<file path="src/rtl/fetch_pkg.sv">
// Shared types and constants for the instruction-fetch sequencer.
// No logic beyond a PC alignment helper.
// No flow control in this file.
package fetch_pkg;

    typedef enum logic [1:0] {
        REQ,
        WAIT,
        HOLD,
        DROP
    } fetchState_t;

    // Decode treats a non-valid slot as this instruction (addi x0,x0,0).
    localparam logic [31:0] INSTR_NOP = 32'h0000_0013;
    localparam logic [31:0] PC_STEP   = 32'd4;

    function automatic logic [31:0] alignPc(input logic [31:0] pc);
        return pc & ~32'h3;
    endfunction

endpackage

</file>
<file path="src/rtl/if_id_reg.sv">
// IF/ID pipeline register: flush clears valid, load captures a new instruction.
// Latency: one clock from load to outputs.
// Backpressure: hold keeps every field; without hold or load the slot is consumed and valid drops.
module if_id_reg
    import fetch_pkg::*;
(
    input  logic        clk,
    input  logic        rst,
    input  logic        load,
    input  logic        hold,
    input  logic        flush,
    input  logic [31:0] instrIn,
    input  logic [31:0] pcIn,
    output logic        valid,
    output logic [31:0] instr,
    output logic [31:0] pc,
    output logic [31:0] pcPlus4
);

    always_ff @(posedge clk or negedge rst) begin
        if (!rst) begin
            valid   <= 1'b0;
            instr   <= '0;
            pc      <= '0;
            pcPlus4 <= '0;
        end else if (flush) begin
            valid <= 1'b0;
        end else if (load) begin
            valid   <= 1'b1;
            instr   <= instrIn;
            pc      <= pcIn;
            pcPlus4 <= pcIn + PC_STEP;
        end else if (!hold) begin
            // Decode took the instruction last cycle and nothing new arrived.
            valid <= 1'b0;
        end
    end

endmodule

</file>
<file path="src/rtl/fetch_sequencer.sv">
// Fetch sequencer: owns the fetch PC, one outstanding imem request, skid buffer and IF/ID register.
// Latency: response at edge N is on the ID outputs after edge N; next request in the following cycle.
// Backpressure: stall_d parks a response in the skid buffer; redirects squash stale responses.
module fetch_sequencer
    import fetch_pkg::*;
#(
    parameter logic [31:0] RESET_PC = 32'h0000_0000
) (
    input  logic        clk,
    input  logic        rst,
    input  logic        redirect_valid,
    input  logic [31:0] redirect_pc,
    input  logic        stall_d,
    output logic        mem_req,
    output logic [31:0] mem_addr,
    input  logic        mem_gnt,
    input  logic        mem_rvalid,
    input  logic [31:0] mem_rdata,
    output logic        valid_d,
    output logic [31:0] instr_d,
    output logic [31:0] pc_d,
    output logic [31:0] pc_plus4_d
);

    fetchState_t state, stateNext;
    logic [31:0] pcF, pcFNext;
    logic [31:0] reqPc;
    logic [31:0] skidInstr;
    logic [31:0] idInstrIn;
    logic        reqPcLoad;
    logic        skidLoad;
    logic        idLoad;

    // Gated by rst so nothing is requested while the memory side is also in reset.
    assign mem_req  = rst && (state == REQ);
    assign mem_addr = pcF;

    always_comb begin
        stateNext = state;
        pcFNext   = pcF;
        reqPcLoad = 1'b0;
        skidLoad  = 1'b0;
        idLoad    = 1'b0;
        idInstrIn = mem_rdata;

        case (state)
            REQ: begin
                if (mem_gnt) begin
                    reqPcLoad = 1'b1;
                    stateNext = WAIT;
                end
            end
            WAIT: begin
                if (mem_rvalid) begin
                    if (stall_d) begin
                        skidLoad  = 1'b1;
                        stateNext = HOLD;
                    end else begin
                        idLoad    = 1'b1;
                        pcFNext   = reqPc + PC_STEP;
                        stateNext = REQ;
                    end
                end
            end
            HOLD: begin
                if (!stall_d) begin
                    idLoad    = 1'b1;
                    idInstrIn = skidInstr;
                    pcFNext   = reqPc + PC_STEP;
                    stateNext = REQ;
                end
            end
            DROP: begin
                if (mem_rvalid) begin
                    stateNext = REQ;
                end
            end
            default: stateNext = REQ;
        endcase

        // A redirect overrides everything; any in-flight response becomes stale.
        if (redirect_valid) begin
            pcFNext   = alignPc(redirect_pc);
            reqPcLoad = 1'b0;
            skidLoad  = 1'b0;
            idLoad    = 1'b0;
            case (state)
                REQ:     stateNext = mem_gnt ? DROP : REQ;
                WAIT:    stateNext = mem_rvalid ? REQ : DROP;
                HOLD:    stateNext = REQ;
                DROP:    stateNext = mem_rvalid ? REQ : DROP;
                default: stateNext = REQ;
            endcase
        end
    end

    always_ff @(posedge clk or negedge rst) begin
        if (!rst) begin
            state     <= REQ;
            pcF       <= RESET_PC;
            reqPc     <= '0;
            skidInstr <= '0;
        end else begin
            state <= stateNext;
            pcF   <= pcFNext;
            if (reqPcLoad) begin
                reqPc <= pcF;
            end
            if (redirect_valid) begin
                skidInstr <= '0;
            end else if (skidLoad) begin
                skidInstr <= mem_rdata;
            end
        end
    end

    if_id_reg uIfId (
        .clk     (clk),
        .rst     (rst),
        .load    (idLoad),
        .hold    (stall_d),
        .flush   (redirect_valid),
        .instrIn (idInstrIn),
        .pcIn    (reqPc),
        .valid   (valid_d),
        .instr   (instr_d),
        .pc      (pc_d),
        .pcPlus4 (pc_plus4_d)
    );

endmodule

</file>
<file path="config.mk">
export PLATFORM = sky130hd
export DESIGN_NAME = fetch_sequencer
export DESIGN_NICKNAME = d
export VERILOG_FILES = /design/src/rtl/fetch_pkg.sv /design/src/rtl/if_id_reg.sv /design/src/rtl/fetch_sequencer.sv
export SDC_FILE = /design/constraint.sdc
export NUM_CORES = 1
export LEC_CHECK = 0
export CAP_MARGIN = 20
export CORE_MARGIN = 4
export CORE_UTILIZATION = 54
export DETAILED_ROUTE_END_ITERATION = 10
export GPL_ROUTABILITY_DRIVEN = 0
export HOLD_SLACK_MARGIN = 0.15
export PLACE_DENSITY = 0.86
export SLEW_MARGIN = 5
export SYNTH_ARGS = -nofsm -noshare
export SYNTH_HDL_FRONTEND = slang
export SYNTH_SLANG_ARGS = --single-unit
</file>
<file path="constraint.sdc">
create_clock -name clk -period 5.5 [get_ports clk]
set_clock_uncertainty 0.1 [all_clocks]
set_input_delay 0.55 -clock clk [delete_from_list [all_inputs] [get_ports clk]]
set_output_delay 0.55 -clock clk [all_outputs]
set_load 0.01 [all_outputs]
</file>
# Yosys cells after proc, flatten, opt, wreduce, memory -nomap -nowiden
# Cells that the tools add are included.
# Widths: inputs -> output; s select.
[totals]
regBits = 195
in_bits = 70
wordCells = 58
[op_classes]
addsub = 1
n_mux = 32
bitwise = 1
n_eq_ne = 8
reduce_logical = 8
[op_table]
columns = ["cell", "count"]
rows = [
  ["$mux 32", 7],
  ["$pmux 32 s2", 1],
  ["$add 32x3->32 const B", 1],
  ["$mux 2", 8],
  ["$mux 1", 13],
  ["$ne 3x3->1 const B", 4],
  ["$pmux 2 s4", 1],
  ["$pmux 2 s3", 1],
  ["$eq 2x2->1 const B", 2],
  ["$reduce_and 2->1", 2],
  ["$reduce_and 4->1", 1],
  ["$ne 3x2->1 const B", 1],
  ["$reduce_bool 3->1", 1],
  ["$eq 2x1->1 const B", 1],
  ["$logic_not 2->1", 1],
  ["$pmux 1 s2", 1],
  ["$reduce_bool 2->1", 1],
  ["$reduce_or 2->1", 1],
  ["$logic_and 1x1->1", 1],
  ["$not 1->1", 1],
]

# Depth between registers and ports, before layout
# Gate-level depths: netlist of the first run.
[logic_depth]
word_depth = 6
mapped_depth = 9

# Hierarchy
# Synthesis of the first run repeated with hierarchy kept, for this count alone.
[hier_totals]
hier_cells = 980
hier_area_um2 = 9185.1
[modules_own_cells]
columns = ["module", "seq_area_each_um2", "cells_each", "area_per_inst_um2", "instances"]
rows = [
  ["fetch_sequencer", 2452.4, 504, 5017.3, 1],
  ["if_id_reg", 2377.3, 476, 4167.7, 1],
]

# Least setup slack after synthesis of the first run
# Ideal clock, no wire load.
[synth_path]
path_kind = "reg-to-reg"
startpoint = "register state[1]"
endpoint = "register uIfId.pc[10]"
n_path_buf = 3
arrival_time_ps = 1946
setup_ps = 125
slack_ps = 3329
required_time_ps = 5275
stages_incl_launch_ff = 9
cell_sequence = "dfrtp_1 inv_1 ha_1 a21oi_1 or4b_1 buf_2 buf_6 buf_6 mux2_4"
[synth_via]
elab_chain_len = 4
elab_cells_between_ends = 5
classes_between = "eq/ne: 2; mux: 2; reduce/logical: 1"
[synth_rtl]
columns = ["item", "line_no", "source"]
rows = [
  ["from (decl)", "fetch_sequencer.sv:25", "fetchState_t state, stateNext;"],
  ["from (signal assigned)", "fetch_sequencer.sv:104", "state <= stateNext;"],
  ["$eq 2x2->1 or $eq 2x1->1 (tied branches)", "fetch_sequencer.sv:46", "case (state)"],
  ["$pmux 1 s2 (*)", "fetch_sequencer.sv:46", ""],
  ["$mux 1 (*)", "fetch_sequencer.sv:82", "if (redirect_valid) begin"],
  ["$reduce_and 2->1 (no line) (*)", "--", ""],
  ["to (signal assigned)", "if_id_reg.sv:31", "pc <= pcIn;"],
  ["to (decl)", "if_id_reg.sv:16", "output logic [31:0] pc,"],
]
# Every way passes the cells marked *; elsewhere a longest branch is shown, timed or not.
# A chain may end at the register's enable or synchronous reset.

# Final worst setup path of the first run
[layout_path]
startpoint = "register state[1]"
endpoint = "register uIfId.pc[28]"
# Same word-level chain as after synthesis.

==> PnR_summary.wiki, run 1 <==
{| class="wikitable"
! Metric !! Value
|-
| Clk slew on worst S/H paths || 60 ps
|-
| Count of TritonRoute iterations in the first routing pass || 5
|-
| Count of vias placed by the detailed router || 6,527
|-
| Initial core utilization || 0.557
|-
| Post-synthesis instance area || 8530 um2
|-
| Count of buffers inserted at the top-level ports || 197
|-
| Global-route usage over all layers || 0.248
|-
| Number of buffers between clock root and the deepest sink || 2
|-
| Type of element launching the critical path || register
|-
| Endpoint class of the critical path || register
|-
| Top cells by count, synth || sky130_fd_sc_hd__dfrtp_1, sky130_fd_sc_hd__nand2_1, sky130_fd_sc_hd__o21ai_0
|-
| Worst-margin pin slew || 1000 ps
|-
| Leading cell types by total area after synthesis || sky130_fd_sc_hd__dfrtp_1, sky130_fd_sc_hd__nand2_1, sky130_fd_sc_hd__mux2_4
|-
| Crit Reg-Reg Startpoint || state[1]
|-
| Via count of the first global-routing pass || about 6,500
|-
| PostCTS Resize Cnt || 0
|-
| First-pass GRT wire length || 34,900 um
|-
| Power density over cell area || slightly below 500 nW/um2
|-
| Summed negative setup slack over all endpoints || 0 ps
|-
| Aggregate routed wire length || around 22,000 um
|-
| Critical path peak fanout || between 80 and 90
|-
| Clock tree from TritonCTS || done
|-
| Dominant cell by count in the synthesized netlist || sky130_fd_sc_hd__dfrtp_1
|-
| Post-DR vias/cell || ~5.5
|-
| Maximum number of pins on one net before global-route repair || 112
|-
| End of the worst register-to-register path || uIfId.pc[28]
|-
| Setup slack of the most critical reg-to-reg path || 2690 ps
|-
| Number of nets with antenna violations after routing || 0
|-
| Count of mapped cells out of synthesis || 793
|-
| Synthesized flop and latch total || slightly below 200
|-
| Die width || 134 um
|-
| Number of rows created at floorplan || 45
|-
| Core area || 15,300 um2
|-
| Final Core Density || 0.732
|-
| Max-slew headroom at the worst pin || 0.332
|-
| Fmax achieved || 0.356 GHz
|-
| Synth Net Count || 869
|-
| Area added between synthesis and finish || 31.4%
|-
| Synth cell types || 43
|-
| Number of setup buffers added after CTS || 0
|-
| Outcome || complete, no violations
|-
| Number of sinks handled by clock tree synthesis || just under 200
|-
| Portion of the post-synthesis area used by sequential elements || 0.566
|-
| Final-stage net count || 1,038
|-
| Data required, critical path || around 5700 ps
|-
| Crit share post-route || 0.511
|-
| Worst vdd rail ir drop || 0.293 mV
|-
| Routed length per placed instance || 18.3 um
|-
| Number of cells traversed by the worst register-to-register path || 6
|-
| Post-synth top area cell || sky130_fd_sc_hd__dfrtp_1
|-
| Number of buffers added by the clock tree synthesis step || 17
|-
| Fillcell total || 1,057
|-
| Type of the worst min-delay path || in -> async
|-
| Post-detail-place hpwl || 14,300 um
|-
| WS Path Type || reg -> reg
|-
| DRC violation count after routing || 0
|-
| Total I/O pin count || 200
|-
| Number of enable-type register cells in the synthesized netlist || 0
|-
| Number of violations of the max-capacitance limit || 0
|-
| Top cell type's share of synthesized area || 0.566
|-
| Clock root cell || sky130_fd_sc_hd__clkbuf_16
|-
| Prevailing post-synth register cell || sky130_fd_sc_hd__dfrtp_1
|-
| Die H || 134 um
|-
| Number of inserted diodes || 0
|-
| CP Data Arrival Time || 3020 ps
|-
| Share of post-route cells with drive strength above 1 || 0.108
|-
| Cell leakage power || just under 5 nW
|-
| Antenna violations before repair || 0
|-
| Unrepaired setup endpoints after global routing || false
|-
| Sum of overflow across all layers after global routing || 0
|-
| Pins over their slew limit || 0
|-
| Number of hold buffers added after cts || 0
|-
| Average instance area after synthesis || 10.8 um2
|-
| Post-route minimum period || 2810 ps
|-
| Yosys warns || 0
|-
| Initial detailed-routing violation count || 433
|-
| Total setup violations reported at the end of the flow || 0
|-
| Proportion of synthesized flip-flops having asynchronous set or reset || 1.00
|-
| Die outline area || between 15,000 and 20,000 um2
|-
| Clock H-tree levels || 4
|-
| Hold violation total from the final report || 0
|-
| Total power after layout || roughly 0.0054 W
|-
| Skew-Pair Late Insertion Delay || 430 ps
|}
power breakdown:
group	leakage (nW)	switching (W)	internal, W
sequential	2.49	0.000389	0.00187
combinational	2.13	0.000872	0.00106
clock	0.281	0.000534	0.000718
logic make-up (layout without fill, tap and decap cells):
| logic type | Yosys count | count (layout) | share of synthesized area |
|---|---|---|---|
| compound gates | 159 | 159 | 0.104 |
| xor+xnor | 27 | 27 | 0.0277 |
| fa+ha+maj | 6 | 6 | 0.00880 |
| buf+inv | 70 | 252 | 0.0367 |
| flops | 193 | 193 | 0.566 |
| mux | 91 | 91 | 0.128 |
| simple gates | 247 | 247 | 0.128 |
critical path, stage by stage, from the launching register on:
cell and delay [ps]:
sky130_fd_sc_hd__dfrtp_1 410, sky130_fd_sc_hd__inv_1 110, sky130_fd_sc_hd__ha_1 270, sky130_fd_sc_hd__a21oi_1 100, sky130_fd_sc_hd__or4b_4 890, sky130_fd_sc_hd__buf_4 440, sky130_fd_sc_hd__mux2_4 340
worst max path at each step:
stage / from / endpoint / slack [ps] / depth (start not counted)
after detailed placement: stall_d / uIfId.pc[25] / 2310 / 4
after CTS: state[1] / uIfId.pc[28] / 2710 / 6
after global routing: state[1] / uIfId.pcPlus4[17] / 2510 / 7
after floorplan: state[1] / uIfId.pc[10] / 3330 / 8
after global placement: stall_d / uIfId.pc[12] / 2330 / 4
final: state[1] / uIfId.pc[28] / 2690 / 6
registers in the layout, indices dropped and copies added (netlist names):
register / cells
uIfId.pcPlus4: 32
uIfId.instr: 32
state: 2
uIfId.pc: 30
skidInstr: 32
uIfId.valid: 1
reqPc: 32
mem_addr: 32
routing by layer:
metal	global-route usage	share of wire	up-vias
li1	-	-	3040
met1	0.333	0.43	3252
met4	0.0989	0.031	0
met5	0	0	-
met2	0.390	0.49	192
met3	0.0619	0.054	43
area by class of cell:
class	instances	area [um2]	area share
flip-flops and latches	193	4830	0.431
inverters	14	52.6	0.00469
repair buffers	206	2070	0.185
clock buffers	20	437	0.0390
multi-input cells	530	3400	0.303
clock inverters	12	158	0.0141
well taps	211	264	0.0236
layout by cell type, fill, tap and decap left out, types with 2 or more instances in the layout:
master                            synthesis  routed
sky130_fd_sc_hd__inv_1                   14      14
sky130_fd_sc_hd__xnor2_1                  8       8
sky130_fd_sc_hd__clkbuf_1                41       3
sky130_fd_sc_hd__bufinv_16                0       3
sky130_fd_sc_hd__clkbuf_16                0      17
sky130_fd_sc_hd__nand3_1                 11      11
sky130_fd_sc_hd__dfrtp_1                193     193
sky130_fd_sc_hd__nor2_1                  14      14
sky130_fd_sc_hd__nand2b_1                 2       2
sky130_fd_sc_hd__and2_1                   2       2
sky130_fd_sc_hd__xor2_1                  19      19
sky130_fd_sc_hd__and3_1                   3       3
sky130_fd_sc_hd__nor3_1                   4       4
sky130_fd_sc_hd__a21oi_1                 49      49
sky130_fd_sc_hd__clkinv_4                 0       2
sky130_fd_sc_hd__o21ai_0                 80      80
sky130_fd_sc_hd__o21ai_1                  2       2
sky130_fd_sc_hd__mux2i_1                 33      33
sky130_fd_sc_hd__and4_1                   3       3
sky130_fd_sc_hd__buf_4                    2       8
sky130_fd_sc_hd__o221ai_1                12      12
sky130_fd_sc_hd__ha_1                     6       6
sky130_fd_sc_hd__clkdlybuf4s50_1          0     195
sky130_fd_sc_hd__nor3b_1                  7       7
sky130_fd_sc_hd__inv_6                    0       2
sky130_fd_sc_hd__clkinv_2                 0       2
sky130_fd_sc_hd__a21o_1                   6       6
sky130_fd_sc_hd__nand2_1                181     181
sky130_fd_sc_hd__nand4_1                 11      11
sky130_fd_sc_hd__clkinvlp_4               0       3
sky130_fd_sc_hd__mux2_2                  29      29
sky130_fd_sc_hd__a211oi_1                 4       4
sky130_fd_sc_hd__mux2_4                  29      29
per-stage QoR:
stage	instance area [um2]	hold slack, ps	setup slack [ps]	cells
final	11200	139	2690	1186
after detailed placement	10600	369	2310	1153
after global routing	11200	226	2510	1186
after floorplan	8530	154	3330	793
after global placement	10600	360	2330	1152
after CTS	11200	189	2710	1185
Power figures use the tool's default switching activity.
==> run 2, diff against run 1 <==
Settings changed: CORE_UTILIZATION 54 to 50, PLACE_DENSITY 0.86 to 0.8.
Clock period 5.5 ns to 2.9 ns, I/O delays scaled along.
==> PnR_summary.wiki, run 2 (same netlist as run 1, synthesis figures left out) <==
{| class="wikitable"
! Metric !! Value
|-
| Outcome || complete, no violations
|-
| Skew-Pair Late Insertion Delay || 420 ps
|-
| Post-DR vias/cell || around 5.4
|-
| Clock tree from TritonCTS || done
|-
| Number of buffers between clock root and the deepest sink || 2
|-
| Seq pwr share || 0.420
|-
| Setup slack of the most critical reg-to-reg path || 500 ps
|-
| Number of sinks handled by clock tree synthesis || around 190
|-
| Total setup violations reported at the end of the flow || 0
|-
| Maximum number of pins on one net before global-route repair || 161
|-
| Core area || 16,600 um2
|-
| Hold violation total from the final report || 0
|-
| Number of buffers added by the clock tree synthesis step || 17
|-
| Clk slew on worst S/H paths || roughly 60 ps
|-
| Number of inserted diodes || 0
|-
| Crit Reg-Reg Startpoint || state[1]
|-
| Count of buffers inserted at the top-level ports || 197
|-
| Fmax achieved || ~0.42 GHz
|-
| Crit share post-route || 0.826
|-
| Routed length per placed instance || 17.2 um
|-
| Clock share of power || 0.222
|-
| Number of setup buffers added after CTS || 0
|-
| Aggregate routed wire length || 20,700 um
|-
| Final-stage net count || ~1,000
|-
| Switching Power || 0.00331 W
|-
| Worst-margin pin slew || approximately 880 ps
|-
| Initial core utilization || 0.512
|-
| Clock H-tree levels || 4
|-
| Total I/O pin count || 200
|-
| Switching power as a share of total power || 0.326
|-
| Commonest cells after routing, fill and taps aside || sky130_fd_sc_hd__clkdlybuf4s50_1, sky130_fd_sc_hd__dfrtp_1, sky130_fd_sc_hd__nand2_1
|-
| Post-route minimum period || 2400 ps
|-
| Unrepaired setup endpoints after global routing || false
|-
| WS Path Type || reg -> reg
|-
| Type of element launching the critical path || register
|-
| Sum of overflow across all layers after global routing || 0
|-
| Count of vias placed by the detailed router || between 6,000 and 7,000
|-
| PostCTS Resize Cnt || 0
|-
| Type of the worst min-delay path || in -> async
|-
| Max-slew headroom at the worst pin || 0.414
|-
| Number of rows created at floorplan || 47
|-
| Via count of the first global-routing pass || approximately 6,600
|-
| Worst vdd rail ir drop || 0.465 mV
|-
| Area added between synthesis and finish || 32.1%
|-
| CP Data Arrival Time || 2600 ps
|-
| Die width || 139 um
|-
| Initial detailed-routing violation count || approximately 360
|-
| End of the worst register-to-register path || uIfId.pc[18]
|-
| Post-detail-place hpwl || between 10,000 and 15,000 um
|-
| Number of cells traversed by the worst register-to-register path || 6
|-
| Number of nets with antenna violations after routing || 0
|-
| Post-Route Hold Slack || 215 ps
|-
| Power density over cell area || 902 nW/um2
|-
| Pins over their slew limit || 0
|-
| Internal || 0.00685 W
|-
| Summed negative setup slack over all endpoints || 0 ps
|-
| Count of TritonRoute iterations in the first routing pass || 4
|-
| Antenna violations before repair || 0
|-
| Global-route usage over all layers || 0.220
|-
| Die H || 139 um
|-
| Die outline area || approximately 19,000 um2
|-
| Worst setup path startpoint || state[1]
|-
| Number of violations of the max-capacitance limit || 0
|-
| Clock root cell || sky130_fd_sc_hd__clkbuf_16
|-
| Combinational group share of total power || 0.358
|-
| Capturing element of the worst setup path || uIfId.pc[18]
|-
| Cell leakage power || 4.92 nW
|-
| Most common cell after layout, fill and taps aside || sky130_fd_sc_hd__clkdlybuf4s50_1
|-
| Share of post-route cells with drive strength above 1 || 0.112
|-
| First-pass GRT wire length || 34,300 um
|-
| DRC violation count after routing || 0
|-
| Data required, critical path || 3110 ps
|-
| Endpoint class of the critical path || register
|-
| Number of hold buffers added after cts || 2
|-
| Critical path peak fanout || 160
|}
[run 2: cell type report]
| type | count | area (um2) |
|---|---|---|
| fillers | 1320 | 5380 |
| flip-flops and latches | 193 | 4830 |
| multi-input cells | 530 | 3400 |
| repair buffers | 213 | 2140 |
| clock buffers | 24 | 492 |
| well taps | 220 | 275 |
| clock inverters | 8 | 78.8 |
| inverters | 14 | 52.6 |
[run 2: how the worst min path moves through the flow]
stage	end	cells past startpoint	slack, ps
2_1_floorplan	mem_addr[0]	0	-110
3_3_place_gp	uIfId.instr[25]	1	90
3_5_place_dp	uIfId.instr[25]	1	90
4_1_cts	skidInstr[28]	2	210
5_1_grt	uIfId.instr[25]	2	230
6_report	uIfId.instr[25]	2	220
[run 2: worst max-delay path: stages, from the launching register on]
cell	delay, ps
sky130_fd_sc_hd__dfrtp_1	420
sky130_fd_sc_hd__inv_1	120
sky130_fd_sc_hd__ha_1	270
sky130_fd_sc_hd__a21oi_1	100
sky130_fd_sc_hd__or4b_4	500
sky130_fd_sc_hd__buf_12	310
sky130_fd_sc_hd__mux2_4	380
[run 2: per-stage QoR]
step                power [W]  utilization  cells  setup WS, ps  area [um2]
floorplan             0.00601            -    793           729        8530
global placement      0.00785        0.641   1168           523       10700
detailed placement    0.00796        0.641   1168           500       10700
CTS                    0.0103        0.677   1202           517       11300
global route           0.0108        0.677   1202           323       11300
finish                 0.0102        0.677   1202           505       11300
[run 2: power groups by stage]
| stage | Clock (W) | Combinational [W] | Sequential [W] |
|---|---|---|---|
| global route | 0.00243 | 0.00397 | 0.00440 |
| global placement | 0 | 0.00357 | 0.00428 |
| floorplan | 0 | 0.00157 | 0.00445 |
| CTS | 0.00231 | 0.00369 | 0.00427 |
| detailed placement | 0 | 0.00367 | 0.00430 |
| finish | 0.00225 | 0.00364 | 0.00427 |
[run 2: per-layer routing]
| layer | global-route usage | routed length [um] |
|---|---|---|
| met2 | 0.348 | 9790 |
| met3 | 0.0697 | 1480 |
| met4 | 0.0556 | 233 |
| met1 | 0.299 | 9160 |
| met5 | 0 | 0 |
==> run 3, diff against run 2 <==
Clock period 2.9 ns to 2.3 ns, I/O delays scaled along.
==> PnR_summary.wiki, run 3 (same netlist as run 1, synthesis figures left out) <==
{| class="wikitable"
! Metric !! Value
|-
| Global-route usage over all layers || 0.223
|-
| Number of cells traversed by the worst register-to-register path || 8
|-
| Count of buffers inserted at the top-level ports || 197
|-
| Area added between synthesis and finish || 33.7%
|-
| Share of post-route cells with drive strength above 1 || 0.121
|-
| WS Path Type || reg -> reg
|-
| End of the worst register-to-register path || uIfId.instr[0]
|-
| CP Data Arrival Time || 2400 ps
|-
| Count of vias placed by the detailed router || between 6,000 and 7,000
|-
| Crit share post-route || 0.953
|-
| Clk slew on worst S/H paths || 70 ps
|-
| Antenna violations before repair || 0
|-
| Total power after layout || 0.0130 W
|-
| Initial core utilization || 0.512
|-
| Number of inserted diodes || 0
|-
| Via count of the first global-routing pass || around 6,600
|-
| Number of sinks handled by clock tree synthesis || 193
|-
| Die width || around 140 um
|-
| Initial detailed-routing violation count || 274
|-
| Total setup violations reported at the end of the flow || 0
|-
| Hold Path Origin || redirect_pc[2]
|-
| Number of nets with antenna violations after routing || 0
|-
| Crit Reg-Reg Startpoint || state[0]
|-
| Post-detail-place hpwl || 14,000 um
|-
| Skew-Pair Late Insertion Delay || 430 ps
|-
| Aggregate routed wire length || 21,000 um
|-
| Clock root cell || sky130_fd_sc_hd__clkbuf_16
|-
| Final-stage net count || 1,053
|-
| Type of the worst min-delay path || in -> reg
|-
| Power density over cell area || 1140 nW/um2
|-
| Summed negative setup slack over all endpoints || 0 ps
|-
| Data required, critical path || 2510 ps
|-
| Maximum number of pins on one net before global-route repair || 94
|-
| Post-DR vias/cell || 5.28
|-
| Clock tree from TritonCTS || done
|-
| Number of setup buffers added after CTS || 0
|-
| Routed length per placed instance || 17.4 um
|-
| Type of element launching the critical path || register
|-
| Hold violation total from the final report || 0
|-
| First-pass GRT wire length || 34,700 um
|-
| Endpoint class of the critical path || register
|-
| Total I/O pin count || 200
|-
| Critical path peak fanout || 49
|-
| Cell leakage power || ~5.0 nW
|-
| Number of violations of the max-capacitance limit || 0
|-
| Fmax achieved || 0.456 GHz
|-
| Post-route minimum period || 2190 ps
|-
| DRC violation count after routing || 0
|-
| Most common cell after layout, fill and taps aside || sky130_fd_sc_hd__clkdlybuf4s50_1
|-
| Terminating pin of the worst hold path || mem_addr[2]
|-
| Number of buffers between clock root and the deepest sink || 2
|-
| Number of rows created at floorplan || between 40 and 50
|-
| Cells on Worst Hold Path || 3
|-
| Sum of overflow across all layers after global routing || 0
|-
| Commonest cells after routing, fill and taps aside || sky130_fd_sc_hd__clkdlybuf4s50_1, sky130_fd_sc_hd__dfrtp_1, sky130_fd_sc_hd__nand2_1
|-
| Die H || 139 um
|-
| Count of TritonRoute iterations in the first routing pass || 6
|-
| Die outline area || approximately 19,000 um2
|-
| Max-slew headroom at the worst pin || 0.601
|-
| Outcome || complete, no violations
|-
| Clock H-tree levels || 4
|-
| Setup slack of the most critical reg-to-reg path || ~110 ps
|-
| Core area || approximately 17,000 um2
|-
| Worst vdd rail ir drop || 0.652 mV
|-
| Fillcell total || 1,280
|-
| Unrepaired setup endpoints after global routing || false
|-
| Worst-margin pin slew || 599 ps
|-
| Pins over their slew limit || 0
|-
| Number of buffers added by the clock tree synthesis step || 17
|}
-- run 3: worst max path at each step --
stage	from	endpoint	slack, ps	cells after the start
floorplan	state[1]	uIfId.pc[10]	130	8
global placement	mem_rvalid	uIfId.instr[22]	180	7
detailed placement	mem_rvalid	uIfId.instr[1]	100	6
CTS	state[0]	uIfId.instr[1]	100	7
global route	state[0]	uIfId.instr[8]	1	8
finish	state[0]	uIfId.instr[0]	110	8
-- run 3: cell type report --
type | instances | area, um2 | share of cell area
Clock inverter | 14 | 153 | 0.0134
Multi-Input combinational cell | 530 | 3400 | 0.298
Sequential cell | 193 | 4830 | 0.424
Inverter | 14 | 52.6 | 0.00461
Timing Repair Buffer | 221 | 2260 | 0.198
Tap cell | 220 | 275 | 0.0241
Clock buffer | 18 | 439 | 0.0385
-- run 3: per-stage QoR --
stage                     setup slack [ps]   util  std cells  hold slack (ps)  area [um2]
after CTS                              102  0.684       1209              249       11400
final                                  109  0.685       1210              274       11400
after floorplan                        129      -        793             -166        8530
after global routing                 0.982  0.685       1210              269       11400
after detailed placement               101  0.647       1174             36.0       10800
after global placement                 180  0.647       1174             37.6       10800
-- run 3: critical path, cell delays in order (launching register included) --
cell and delay [ps]:
sky130_fd_sc_hd__dfrtp_1 410, sky130_fd_sc_hd__inv_1 120, sky130_fd_sc_hd__ha_1 230, sky130_fd_sc_hd__a21oi_1 60, sky130_fd_sc_hd__or4b_4 530, sky130_fd_sc_hd__buf_12 200
sky130_fd_sc_hd__buf_12 210, sky130_fd_sc_hd__nand2_1 100, sky130_fd_sc_hd__o21ai_0 80
-- run 3: where the power goes --
part	internal (W)	switching [W]	leakage [nW]
clock	0.00164	0.00131	0.280
sequential	0.00448	0.000925	2.49
combinational	0.00260	0.00206	2.23
total	0.00872	0.00429	5.00
-- run 3: repair_timing --
action,in CTS,in global routing
resized for setup,0,1
setup endpoints to repair,0,1
hold endpoints to repair,193,0
hold buffers,3,0
-- run 3: metal layers --
| layer | vias to the layer above | routed length, um | track usage |
|---|---|---|---|
| met2 | 194 | 9750 | 0.349 |
| met1 | 3094 | 9580 | 0.306 |
| met4 | 0 | 270 | 0.0603 |
| met5 | - | 0 | 0 |
| met3 | 27 | 1410 | 0.0683 |
| li1 | 3068 | - | - |
